**src/rtl/vga_pkg.sv**
```systemverilog
// Shared VGA constants, scale encoding, motion FSM states and the per-axis
// bounce helper.
package vga_pkg;

  localparam int unsigned H_ACTIVE_DEF = 800;
  localparam int unsigned V_ACTIVE_DEF = 600;

  localparam int unsigned R_W = 5;
  localparam int unsigned G_W = 6;
  localparam int unsigned B_W = 5;
  localparam int unsigned RGB_W = R_W + G_W + B_W;

  localparam logic [1:0] SCALE_1X = 2'd0;
  localparam logic [1:0] SCALE_2X = 2'd1;
  localparam logic [1:0] SCALE_4X = 2'd2;

  typedef enum logic [1:0] {
    SCAN   = 2'd0,
    CALC   = 2'd1,
    COMMIT = 2'd2
  } motion_state_e;

  typedef struct packed {
    logic [11:0] pos;
    logic        flip;
  } axis_t;

  // Shift amount for the scale code; code 3 behaves as 4x.
  function automatic logic [1:0] scale_shift(input logic [1:0] sc);
    logic [1:0] r;
    case (sc)
      SCALE_1X: r = 2'd0;
      SCALE_2X: r = 2'd1;
      default:  r = 2'd2;
    endcase
    return r;
  endfunction

  // Candidate position for one axis; clamps to the edge and flags a bounce.
  function automatic axis_t axis_next(input logic [11:0] pos, input logic dir,
                                      input logic [3:0] step, input logic [13:0] size,
                                      input logic [13:0] limit);
    axis_t       r;
    logic [13:0] p;
    logic [13:0] s;
    p      = {2'b00, pos};
    s      = {10'd0, step};
    r.flip = 1'b0;
    if (dir) begin
      if (p + s + size > limit) begin
        r.pos  = 12'(limit - size);
        r.flip = 1'b1;
      end else begin
        r.pos = 12'(p + s);
      end
    end else if (p < s) begin
      r.pos  = '0;
      r.flip = 1'b1;
    end else begin
      r.pos = 12'(p - s);
    end
    return r;
  endfunction

endpackage

```
**src/rtl/vga_delay_line.sv**
```systemverilog
// Width/depth-parametrised shift register with asynchronous active-low clear.
module vga_delay_line #(
  parameter int unsigned WIDTH = 1,
  parameter int unsigned DEPTH = 1
) (
  input  logic             clk_i,
  input  logic             rst_ni,
  input  logic [WIDTH-1:0] d_i,
  output logic [WIDTH-1:0] q_o
);

  logic [WIDTH-1:0] stage_q [DEPTH];

  always_ff @(posedge clk_i or negedge rst_ni) begin
    if (!rst_ni) begin
      for (int unsigned i = 0; i < DEPTH; i++) stage_q[i] <= '0;
    end else begin
      stage_q[0] <= d_i;
      for (int unsigned i = 1; i < DEPTH; i++) stage_q[i] <= stage_q[i-1];
    end
  end

  assign q_o = stage_q[DEPTH-1];

endmodule

```
**src/rtl/vga_bitmap_sprite.sv**
```systemverilog
// 1-bpp ROM bitmap rendered as a scalable, optionally bouncing sprite with
// registered RGB565 output; latency col/row -> RGB is 2+ROM_LAT cycles.
module vga_bitmap_sprite
  import vga_pkg::*;
#(
  parameter int unsigned IMG_W    = 80,
  parameter int unsigned IMG_H    = 86,
  parameter int unsigned ADDR_W   = 7,
  parameter int unsigned ROM_LAT  = 1,
  parameter int unsigned H_ACTIVE = H_ACTIVE_DEF,
  parameter int unsigned V_ACTIVE = V_ACTIVE_DEF
) (
  input  logic              vga_clk,
  input  logic              rst_n,
  input  logic              ready_sig,
  input  logic [11:0]       col_addr,
  input  logic [11:0]       row_addr,
  output logic [ADDR_W-1:0] rom_addr,
  input  logic [IMG_W-1:0]  rom_data,
  input  logic              move_en,
  input  logic [3:0]        step,
  input  logic [1:0]        scale,
  input  logic [15:0]       fg_rgb,
  input  logic [15:0]       bg_rgb,
  output logic [R_W-1:0]    red_sig,
  output logic [G_W-1:0]    green_sig,
  output logic [B_W-1:0]    blue_sig,
  output logic [11:0]       pos_x,
  output logic [11:0]       pos_y,
  output logic              hit_edge
);

  localparam int unsigned DX_W = (IMG_W > 1) ? $clog2(IMG_W) : 1;
  localparam int unsigned CW   = 14;

  logic [1:0]       scale_q;
  logic [3:0]       step_q;
  logic [15:0]      fg_q, bg_q;
  logic             frame_end;
  logic [1:0]       shift;
  logic [CW-1:0]    sw, sh, col_off, row_off;
  logic             in_x, in_y;

  logic [ADDR_W-1:0] rom_addr_q;
  logic              s1_ready_q, s1_in_q;
  logic [DX_W-1:0]   s1_dx_q;
  logic              al_ready, al_in;
  logic [DX_W-1:0]   al_dx;
  logic [RGB_W-1:0]  rgb_q;

  motion_state_e state_q, state_d;
  logic [11:0]   pos_x_q, pos_x_d, pos_y_q, pos_y_d;
  logic [11:0]   cand_x_q, cand_x_d, cand_y_q, cand_y_d;
  logic          dir_x_q, dir_x_d, dir_y_q, dir_y_d;
  logic          flip_x_q, flip_x_d, flip_y_q, flip_y_d;
  axis_t         ax, ay;

  assign frame_end = ready_sig && (col_addr == 12'(H_ACTIVE - 1)) &&
                     (row_addr == 12'(V_ACTIVE - 1));

  always_ff @(posedge vga_clk or negedge rst_n) begin
    if (!rst_n) begin
      scale_q <= SCALE_1X;
      step_q  <= '0;
      fg_q    <= '1;
      bg_q    <= '0;
    end else if (frame_end) begin
      scale_q <= scale;
      step_q  <= step;
      fg_q    <= fg_rgb;
      bg_q    <= bg_rgb;
    end
  end

  assign shift   = scale_shift(scale_q);
  assign sw      = CW'(IMG_W) << shift;
  assign sh      = CW'(IMG_H) << shift;
  assign col_off = CW'(col_addr) - CW'(pos_x_q);
  assign row_off = CW'(row_addr) - CW'(pos_y_q);
  assign in_x    = (col_addr >= pos_x_q) && (col_off < sw);
  assign in_y    = (row_addr >= pos_y_q) && (row_off < sh);

  always_ff @(posedge vga_clk or negedge rst_n) begin
    if (!rst_n) begin
      rom_addr_q <= '0;
      s1_ready_q <= 1'b0;
      s1_in_q    <= 1'b0;
      s1_dx_q    <= '0;
      rgb_q      <= '0;
    end else begin
      rom_addr_q <= ADDR_W'(row_off >> shift);
      s1_ready_q <= ready_sig;
      s1_in_q    <= in_x && in_y;
      s1_dx_q    <= DX_W'(col_off >> shift);
      rgb_q      <= (al_ready && al_in) ? (rom_data[al_dx] ? fg_q : bg_q) : '0;
    end
  end

  // Qualifiers and bit index ride alongside the ROM read so they meet rom_data.
  vga_delay_line #(
    .WIDTH(DX_W + 2),
    .DEPTH(ROM_LAT)
  ) u_align (
    .clk_i (vga_clk),
    .rst_ni(rst_n),
    .d_i   ({s1_ready_q, s1_in_q, s1_dx_q}),
    .q_o   ({al_ready, al_in, al_dx})
  );

  assign rom_addr  = rom_addr_q;
  assign red_sig   = rgb_q[RGB_W-1 -: R_W];
  assign green_sig = rgb_q[B_W +: G_W];
  assign blue_sig  = rgb_q[B_W-1:0];

  assign ax = axis_next(pos_x_q, dir_x_q, step_q, sw, CW'(H_ACTIVE));
  assign ay = axis_next(pos_y_q, dir_y_q, step_q, sh, CW'(V_ACTIVE));

  always_ff @(posedge vga_clk or negedge rst_n) begin
    if (!rst_n) begin
      state_q  <= SCAN;
      pos_x_q  <= '0;
      pos_y_q  <= '0;
      cand_x_q <= '0;
      cand_y_q <= '0;
      dir_x_q  <= 1'b1;
      dir_y_q  <= 1'b1;
      flip_x_q <= 1'b0;
      flip_y_q <= 1'b0;
    end else begin
      state_q  <= state_d;
      pos_x_q  <= pos_x_d;
      pos_y_q  <= pos_y_d;
      cand_x_q <= cand_x_d;
      cand_y_q <= cand_y_d;
      dir_x_q  <= dir_x_d;
      dir_y_q  <= dir_y_d;
      flip_x_q <= flip_x_d;
      flip_y_q <= flip_y_d;
    end
  end

  always_comb begin
    state_d  = state_q;
    pos_x_d  = pos_x_q;
    pos_y_d  = pos_y_q;
    cand_x_d = cand_x_q;
    cand_y_d = cand_y_q;
    dir_x_d  = dir_x_q;
    dir_y_d  = dir_y_q;
    flip_x_d = flip_x_q;
    flip_y_d = flip_y_q;
    hit_edge = 1'b0;
    case (state_q)
      SCAN: if (frame_end && move_en) state_d = CALC;
      CALC: begin
        cand_x_d = ax.pos;
        cand_y_d = ay.pos;
        flip_x_d = ax.flip;
        flip_y_d = ay.flip;
        state_d  = COMMIT;
      end
      COMMIT: begin
        pos_x_d  = cand_x_q;
        pos_y_d  = cand_y_q;
        dir_x_d  = dir_x_q ^ flip_x_q;
        dir_y_d  = dir_y_q ^ flip_y_q;
        hit_edge = flip_x_q | flip_y_q;
        state_d  = SCAN;
      end
      default: state_d = SCAN;
    endcase
  end

  assign pos_x = pos_x_q;
  assign pos_y = pos_y_q;

endmodule

```
**config.mk**
```make
export PLATFORM = sky130hd
export DESIGN_NAME = vga_bitmap_sprite
export DESIGN_NICKNAME = d
export VERILOG_FILES = /design/src/rtl/vga_pkg.sv /design/src/rtl/vga_delay_line.sv /design/src/rtl/vga_bitmap_sprite.sv
export SDC_FILE = /design/constraint.sdc
export NUM_CORES = 1
export LEC_CHECK = 0
export CORE_MARGIN = 4
export CORE_UTILIZATION = 45
export DETAILED_ROUTE_END_ITERATION = 10
export PLACE_DENSITY = 0.72
export SETUP_SLACK_MARGIN = 0.2
export SLEW_MARGIN = 10
export SYNTH_ARGS = -nofsm -noshare
export SYNTH_HDL_FRONTEND = slang
export SYNTH_SLANG_ARGS = --single-unit
```
**constraint.sdc**
```tcl
create_clock -name vga_clk -period 4.8 [get_ports vga_clk]
set_input_delay 0.96 -clock vga_clk [delete_from_list [all_inputs] [get_ports vga_clk]]
set_output_delay 0.96 -clock vga_clk [all_outputs]
set_load 0.05 [all_outputs]
```
# ---- Yosys cells after proc, flatten, opt, wreduce, memory -nomap -nowiden
# Index checks and enable logic that the tools add are counted.
# Widths: inputs -> output; s select.
dict set report op_classes {
  muxes 18
  n_reduce_logical 9
  add_sub_neg 10
  bitwise 3
  shifts 4
  n_eq_ne 6
  magnitude_cmp 9
}
# cell n
set ops {}
lappend ops {{$mux 12} 4}
lappend ops {{$mux 16} 2}
lappend ops {{$add 13x14->14} 2}
lappend ops {{$gt 14x10->1 const B} 2}
lappend ops {{$lt 14x14->1} 2}
lappend ops {{$shl 7x2->14 const A} 2}
lappend ops {{$shr 14x2->7} 2}
lappend ops {{$add 12x4->13} 2}
lappend ops {{$mux 13} 2}
lappend ops {{$sub 12x12->13} 2}
lappend ops {{$eq 12x10->1 const B} 2}
lappend ops {{$ge 12x12->1} 2}
lappend ops {{$lt 12x4->1} 2}
lappend ops {{$sub 10x12->12 const A} 2}
lappend ops {{$sub 12x4->12} 2}
lappend ops {{$lt 7x8->1 const B} 1}
lappend ops {{$pmux 2 s2} 2}
lappend ops {{$bmux 1 s7} 1}
lappend ops {{$logic_and 1x1->1} 7}
lappend ops {{$mux 1} 6}
lappend ops {{$eq 2x1->1 const B} 2}
lappend ops {{$logic_not 2->1} 2}
lappend ops {{$eq 2x2->1 const B} 1}
lappend ops {{$mux 2} 1}
lappend ops {{3 further kinds} 4}
dict set report word_totals {
  register_bits 133
  inputBits 146
  output_inout_bits 48
}

# ---- Depth between registers and ports, before layout
# Gate-level depths: netlist of run 1.
dict set report logic_depth {
  depth_word 7
  ltp_mapped 18
  depth_no_buf 17
}

# ---- Modules after synthesis
# From an unflattened synthesis of run 1, not the netlist that was laid out.
dict set report hier_totals {
  cells_unflattened 950
  area_unflattened_um2 9278.9
}
# module area_each_um2 cells_per_inst instances
set modules_own_cells {}
lappend modules_own_cells {vga_bitmap_sprite 9053.7 941 1}
lappend modules_own_cells {vga_delay_line 225.2 9 1}

# ---- Worst setup path after synthesis of run 1
# No wires, ideal clock.
dict set report synth_timing {
  path_type {register to register}
  startpoint {reg pos_x_q[2] (netlist: pos_x[2])}
  endpoint {reg flip_x_q}
  setup_time_ns 0.125
  t_arrival_ns 4.280
  stages_incl_launch_ff 18
  required_time_ns 4.675
  path_buffers 1
  slack_ns 0.395
  cell_sequence {dfrtp_1 -> ha_1 -> or3b_2 -> a31oi_1 -> nor2_1 -> nor2_1 -> xnor2_1 -> inv_1 -> fa_1 -> nand2b_1 -> a21oi_1 -> nor2_1 -> a211o_1 -> a32o_1 -> nor2_1 -> buf_4 -> a21oi_1 -> mux2_2}
}
dict set report synth_via {
  elab_chain_cells 5
  elab_cells_between_ends 7
  classes_between {add/sub (2); order compare (2); mux (3)}
}
# element line_no
set synth_lines {}
lappend synth_lines {{start: declaration} vga_bitmap_sprite.sv:52} ;# logic [11:0] pos_x_q, pos_x_d, pos_y_q, pos_y_d;
lappend synth_lines {{start signal: assignment} vga_bitmap_sprite.sv:131} ;# pos_x_q <= pos_x_d;
lappend synth_lines {{$add 12x4->13} -}
lappend synth_lines {{$add 13x14->14} vga_pkg.sv:50} ;# if (p + s + size > limit) begin
lappend synth_lines {{$gt 14x10->1} vga_pkg.sv:50}
lappend synth_lines {{$mux 1} vga_pkg.sv:50}
lappend synth_lines {{$mux 13 (*)} vga_pkg.sv:49} ;# if (dir) begin
lappend synth_lines {{end signal: assignment} vga_bitmap_sprite.sv:137} ;# flip_x_q <= flip_x_d;
lappend synth_lines {{end: declaration} vga_bitmap_sprite.sv:55} ;# logic flip_x_q, flip_x_d, flip_y_q, flip_y_d;
# Every way passes the cells marked *; elsewhere a longest branch is shown, timed or not.
# A chain may end at the register's enable or synchronous reset.

# ---- Worst setup path in the final report of run 1
dict set report layout_timing {
  startpoint {reg step_q[0]}
  endpoint {reg flip_y_q}
}
dict set report layout_via {
  elab_chain_cells 5
  elab_cells_between_ends 7
  classes_between {add/sub (2); order compare (2); mux (3)}
}
# element line_no
set layout_lines {}
lappend layout_lines {{start: declaration} vga_bitmap_sprite.sv:37} ;# logic [3:0] step_q;
lappend layout_lines {{start signal: assignment} vga_bitmap_sprite.sv:69} ;# step_q <= step;
lappend layout_lines {{$add 12x4->13} -}
lappend layout_lines {{$add 13x14->14} vga_pkg.sv:50}
lappend layout_lines {{$gt 14x10->1} vga_pkg.sv:50}
lappend layout_lines {{$mux 1} vga_pkg.sv:50}
lappend layout_lines {{$mux 13 (*)} vga_pkg.sv:49}
lappend layout_lines {{end signal: assignment} vga_bitmap_sprite.sv:138} ;# flip_y_q <= flip_y_d;
lappend layout_lines {{end: declaration} vga_bitmap_sprite.sv:55}
# Marks and branches as above.

==> impl_results.md, run 1 <==
- Status: complete, no violations
- Crit start category: flip-flop
- RR Endpoint: flip_y_q$_DFFE_PN0N_
- 1st-iter DRT viols: approximately 600
- Nets: between 1,000 and 1,500
- Die H: approximately 150 um
- Switching share of power: 0.2822
- Fin crit share: 0.9016
- Vias: ~8,000
- RePlAce Congestion: 0.9088
- Comb pwr share: 0.155
- Initial antenna violation count: 1
- Share of cells above drive strength 1: 0.1357
- Slew Viols, Final: 0
- Vias in the first global route: 7,811
- FF+latch count, synth: about 130
- Hold Path End: u_align.q_o[2]$_DFF_PN0_
- Place WS: ~0.16 ns
- Synth Flop Type: dfrtp_1
- Avg Inst Size Synth: roughly 10 um^2
- Die W: ~150 um
- DR pass1 iterations: 5
- Worst hold margin: approximately 0.35 ns
- Syn Inst Count: roughly 940
- Crit path kind: flip-flop to flip-flop
- Sequential cell area fraction in the yosys report: 0.3655
- Final WS setup: about 0.47 ns
- Clock network power share: 0.446
- Dpl hpwl: between 20,000 and 25,000 um
- Psw: 820.8 uW
- CP required: a little over 5 ns
- Power density cells: roughly 240 nW/um^2
- Final ANT Viol Nets: 0
- Peak supply drop: ~0.25 mV
- Core Footprint: 19,720 um^2
- Pint: between 2 and 2.5 mW
- Non-Filler Instances: approximately 1,400
- Synth area leaders: dfrtp_1 31%, ha_1 9.4%, mux4_2 6.1%
- Setup TNS Final: 0 ns
- Sequential power share: 0.399
- Worst Reg-to-Reg Cells: 16
- Worst min path class: flip-flop to flip-flop
- R2R Path Start: step_q[0]$_DFFE_PN0P_
- Post-route DRC violation count: 0
- Area after DPL: roughly 11,000 um^2
- Post-synth EDFFs: 0
- Finished Cell Area: 12,080 um^2
- Clk_skew: just over 0.009 ns
- Die area: between 20,000 and 25,000 um^2
- Total power: roughly 2.9 mW
- Critical Path AT: between 4 and 5 ns
- CTS tree: done
- Total global-route track usage: 0.2378
- Synth unique cells: slightly above 70
- Bufs and invs on worst path: 1
- Port Buffer Count: a little under 200
- Number of vias per cell: around 5.6
- R2R setup slack: 0.47 ns
- Relative max-transition margin: 0.3419
- Setup Viol. Count Final: 0
- Crit-path slowest cell: dfrtp_1
- Worst Tran Pin Value: 0.9871 ns
- Worst path cell trace: ha_1 > inv_1 > fa_1 > o21bai_1 > a21oi_1 > or3_1 > xnor2_1 > ha_1 > or2_2 > a21o_1 > o21a_1 > o211ai_1 > o2111a_1 > o2111ai_2 > or2_2 > a22o_1
- Sink Count: between 100 and 150
- Unrepaired setup endpoints after global routing: no
- Ys async rst share: 1.000
- Clk slew on worst S/H paths: around 0.070 ns
- Worst path max stage delay: a little over 0.4 ns
- Worst setup EP type: flip-flop
- Starting Density: 0.4649
- Number of fill cells: between 1,500 and 2,000
- Max_cap viols: 0
- Wire length per cell: 19.15 um
- Layout Utilization: 0.6128
- Largest net degree at the start of global routing: between 100 and 150
- Root Driver: clkbuf_16
- Hold path depth: 0
- Yosys Warn Count: 0
- Hold Fails Final Rpt: 0
- Number of cell rows: slightly above 50
- Synth-to-Final Area Change: 31.82%
- Num ports: 194
- Clk_lat worst skew: between 0.4 and 0.5 ns
- CTS buffer count: 17
- Placed cells: about 1,400
- Routed Wire Length: 27,240 um
- Post-route minimum period: 4.328 ns
- Grt total ovfl: 0
- Mapped cell area: slightly above 9000 um^2
- Crit-path max FO: 8
- Crit path max-delay family: compound AO/OA/AOI/OAI gates
- Yosys top cell area share: 0.3140
- Top-count cell post-synth: dfrtp_1
- Global-route wire length before repair: around 42,000 um
- Synth area leader: dfrtp_1
- Hold Crit Start: s1_dx_q[2]$_DFF_PN0_
- Clock buffer depth: 2
- Lkg Pwr: 5.049 nW
- H-tree Lvls: 4
- Max Clk Rate: around 230 MHz
- Top cells by count, synth: 115 x dfrtp_1, 83 x nand2_1, 82 x o21ai_0
layer usage:
metal / up-vias / wire length (um) / global-route usage
li1: 3791 / - / -
met1: 3805 / 11670 / 0.3137
met2: 317 / 12670 / 0.3880
met3: 40 / 2227 / 0.05689
met4: 0 / 674 / 0.07434
met5: - / 0 / 0
layout make-up:
class                   instances  area [um^2]  share of cell area
clock inverters                15        156.4             0.01294
well taps                     265        331.6             0.02744
clock buffers                  17        425.4             0.03521
multi-input cells             718         5497              0.4549
repair buffers                215         2098              0.1737
inverters                      59        221.5             0.01833
diodes                          1        2.502           0.0002071
flip-flops and latches        133         3351              0.2773
worst max path at each step:
stage,startpoint,end,slack [ns],depth (start not counted)
3_5_place_dp,col_addr[0],s1_in_q$_DFF_PN0_,0.16,16
5_1_grt,step_q[2]$_DFFE_PN0P_,cand_x_q[2]$_DFFE_PN0N_,0.19,18
3_3_place_gp,col_addr[0],s1_in_q$_DFF_PN0_,0.31,16
2_1_floorplan,pos_x[2]$_DFFE_PN0P_,flip_x_q$_DFFE_PN0N_,0.40,17
6_report,step_q[0]$_DFFE_PN0P_,flip_y_q$_DFFE_PN0N_,0.47,16
4_1_cts,step_q[2]$_DFFE_PN0P_,cand_x_q[5]$_DFFE_PN0N_,0.29,18
power groups by stage:
stage / sequential, mW / combinational (mW) / clock [mW]
finish: 1.16 / 0.451 / 1.30
global route: 1.16 / 0.490 / 1.36
global placement: 1.18 / 0.448 / 0
detailed placement: 1.18 / 0.452 / 0
floorplan: 1.19 / 0.226 / 0
CTS: 1.16 / 0.454 / 1.32
sequential cells by signal, indices dropped and copies added, names as in the netlist, 2 cells and up:
signal	count
pos_y	12
rgb_q	16
scale_q	2
bg_q	16
s1_dx_q	7
state_q	2
u_align.q_o	9
step_q	4
pos_x	12
rom_addr	7
fg_q	16
cand_y_q	12
cand_x_q	12
worst reg2reg max path, cell delays in order (launching register included):
cell	delay (ns)
dfrtp_1	0.41
ha_1	0.19
inv_1	0.06
fa_1	0.40
o21bai_1	0.16
a21oi_1	0.11
or3_1	0.33
xnor2_1	0.23
ha_1	0.31
or2_2	0.32
a21o_1	0.21
o21a_1	0.12
o211ai_1	0.25
o2111a_1	0.23
o2111ai_2	0.32
or2_2	0.42
a22o_1	0.18
cell usage in the layout, fill, tap and decap left out, drive strengths merged, types with 14 or more instances in the layout:
cell / count
mux4: 25
mux2i: 38
dfrtp: 115
dfstp: 18
nand2: 83
a21oi: 52
nor3: 19
clkdlybuf4s50: 192
nor2: 75
inv: 67
o21ai: 85
nor2b: 14
buf: 23
xnor2: 39
ha: 69
mux2: 38
nand3: 20
clkbuf: 17
logic make-up after synthesis:
logic type / Yosys count / synth area share
xor gates and xnor gates: 49 / 0.04682
DFF: 133 / 0.3655
buffers and inverters: 92 / 0.03959
muxes: 101 / 0.1496
and+or+nand+nor: 278 / 0.1459
AOI/OAI and AO/OA: 209 / 0.1401
other: 2 / 0.0008193
adders and majority gates: 77 / 0.1117
repair_timing:
action	4_1_cts	5_1_grt
resized for setup	0	6
setup endpoints to repair	0	10
hold buffers	0	0
setup buffers	0	0
No activity file was read; power rests on OpenSTA's default activity.
==> inputs of run 2 (changes only) <==
REMOVE_ABC_BUFFERS = 1   (was default)
==> run 2 against run 1 <==
  * Sequential power about the same
  * Clock skew up 0.0024 ns
  * First-iteration DRC count fell by 6.3%
  * Routed wire length shrank 0.19%
  * Maximum frequency fell by 1.8%
  * Sequential cell count is the same
  * Sequential share of layout area down 0.15 points
  * Design area is 0.56% higher
  * Global-route usage shrank 0.16 points
  * Critical path type unchanged
  * Critical endpoint is now cand_x_q[8]$_DFFE_PN0N_
  * Largest cell class unchanged
  * Highest routed layer is now met5
==> impl_results.md, run 2 (same netlist as run 1, synthesis figures left out) <==
- Status: complete, no violations
- Max Clk Rate: ~230 MHz
- Commonest non-fill, non-tap cell in the layout: clkdlybuf4s50_1
- Crit-path slowest cell: dfrtp_1
- Nets: 1,370
- Root Driver: clkbuf_16
- Worst Tran Pin Value: about 0.84 ns
- RePlAce Congestion: around 0.95
- Critical Path AT: about 4.7 ns
- Number of vias per cell: 5.606
- Commonest cells after routing, fill and taps aside: 192 x clkdlybuf4s50_1, 115 x dfrtp_1, 83 x nand2_1
- RR Endpoint: cand_x_q[8]$_DFFE_PN0N_
- Pint: roughly 2.1 mW
- Sink Count: roughly 130
- Total global-route track usage: 0.2362
- Lkg Pwr: between 5 and 6 nW
- Number of cell rows: 51
- Global-route wire length before repair: roughly 42,000 um
- Clock network power share: 0.453
- Sequential power share: 0.393
- Clk_skew: between 0.01 and 0.015 ns
- Hold Path End: u_align.q_o[5]$_DFF_PN0_
- Worst Reg-to-Reg Cells: 17
- Hold Crit Start: s1_dx_q[5]$_DFF_PN0_
- Port Buffer Count: 193
- Vias: between 7,000 and 8,000
- CTS buffer count: 17
- Met3 routed WL: approximately 2100 um
- Die W: 150.7 um
- Power density cells: 243.6 nW/um^2
- Worst setup startpoint: pos_x[0]$_DFFE_PN0P_
- Psw: 816.3 uW
- Synth-to-Final Area Change: 32.56%
- Starting Density: 0.4649
- 1st-iter DRT viols: around 550
- Clk slew on worst S/H paths: 0.06 ns
- Relative max-transition margin: 0.4376
- Dpl hpwl: between 20,000 and 25,000 um
- Clock buffer depth: 2
- Share of cells above drive strength 1: 0.1388
- Wire length per cell: roughly 19 um
- # diodes: 0
- Max_cap viols: 0
- Clk_lat worst skew: 0.43 ns
- Fin crit share: 0.9182
- DR pass1 iterations: 6
- Total power: between 2 and 3 mW
- R2R setup slack: around 0.39 ns
- Comb pwr share: 0.154
- H-tree Lvls: 4
- Finished Cell Area: between 10,000 and 15,000 um^2
- Unrepaired setup endpoints after global routing: yes
- Setup Viol. Count Final: 0
- Core Footprint: a little under 20,000 um^2
- Peak supply drop: 0.2469 mV
- Vias in the first global route: roughly 7,800
- CP required: between 5 and 6 ns
- Post-route minimum period: between 4 and 5 ns
- Setup TNS Final: 0 ns
- Wire length on met2: about 13,000 um
- Largest net degree at the start of global routing: between 60 and 70
- Worst path cell trace: ha_1 > fa_1 > nor2b_1 > o221ai_1 > a21boi_2 > ha_1 > inv_1 > fa_1 > nand2b_1 > a21oi_4 > nor2_1 > a211o_1 > a32o_1 > nor2_1 > buf_4 > nor3_1 > o32a_1
- Hold Fails Final Rpt: 0
- Crit-path max FO: 11
- Top layer reached by signal wires: met5
- Largest registers: bg_q (16), fg_q (16), rgb_q (16)
- CTS tree: done
- Routed Wire Length: 27,190 um
- CTS hold repair buffers: 0
- Post-route DRC violation count: 0
- R2R Path Start: pos_x[0]$_DFFE_PN0P_
- Crit path kind: flip-flop to flip-flop
- Grt total ovfl: 0
- Die H: approximately 150 um
- Initial antenna violation count: 1
- Worst hold margin: around 0.35 ns
- Switching share of power: 0.2758
- Crit start category: flip-flop
- Worst min path class: flip-flop to flip-flop
- Num ports: just under 200
- Slew Viols, Final: 0
- Hold path depth: 0
- Die area: approximately 23,000 um^2
- Wl on met1: roughly 11,000 um
- Final ANT Viol Nets: 0
- Area after DPL: roughly 11,000 um^2
- Worst setup EP type: flip-flop
- Worst path max stage delay: ~0.46 ns
run 2: area by class of cell:
| class | count | area, um^2 |
|---|---|---|
| Fill cell | 1605 | 7567 |
| Multi-Input combinational cell | 718 | 5523 |
| Sequential cell | 133 | 3351 |
| Timing Repair Buffer | 218 | 2121 |
| Clock buffer | 17 | 425.4 |
| Tap cell | 265 | 331.6 |
| Inverter | 59 | 221.5 |
| Clock inverter | 15 | 177.7 |
run 2: power by group through the flow:
stage | clock network, mW | registers [mW] | logic, mW
floorplan | 0 | 1.20 | 0.209
global placement | 0 | 1.18 | 0.449
detailed placement | 0 | 1.19 | 0.454
CTS | 1.36 | 1.16 | 0.458
global route | 1.41 | 1.17 | 0.491
finish | 1.34 | 1.16 | 0.457
run 2: timing repair:
action,4_1_cts,5_1_grt
resized for setup,0,11
buffers inserted,0,0
setup endpoints to repair,0,16
run 2: worst max path at each step:
stage | end | cells after the start | slack, ns
3_5_place_dp | s1_in_q$_DFF_PN0_ | 16 | 0.05
4_1_cts | cand_x_q[8]$_DFFE_PN0N_ | 18 | 0.21
2_1_floorplan | fg_q[0]$_DFFE_PN1P_ | 4 | -1.10
6_report | cand_x_q[8]$_DFFE_PN0N_ | 17 | 0.39
5_1_grt | cand_x_q[8]$_DFFE_PN0N_ | 17 | 0.17
3_3_place_gp | s1_in_q$_DFF_PN0_ | 16 | 0.29
run 2: worst max-delay path, delay by kind of cell, from the launching register on:
kind | cells | cell delay [ns]
buffers and inverters | 2 | 0.28
AND/OR/NAND/NOR | 5 | 0.68
adder cells (fa/ha/maj) | 4 | 1.30
flip-flops | 1 | 0.46
AO/OA/AOI/OAI | 6 | 1.55
run 2: through the flow:
step,instances,util,setup WS (ns)
2_1_floorplan,910,-,-1.104
3_3_place_gp,1393,0.5829,0.2869
3_5_place_dp,1393,0.5829,0.04766
4_1_cts,1425,0.6135,0.2092
5_1_grt,1425,0.6162,0.1707
6_report,1425,0.6162,0.3927
run 2: layer usage:
| metal | GRT usage | up-vias |
|---|---|---|
| met5 | 0 | - |
| met4 | 0.07933 | 2 |
| met3 | 0.05900 | 55 |
| met2 | 0.3965 | 335 |
| met1 | 0.2981 | 3806 |
| li1 | - | 3790 |
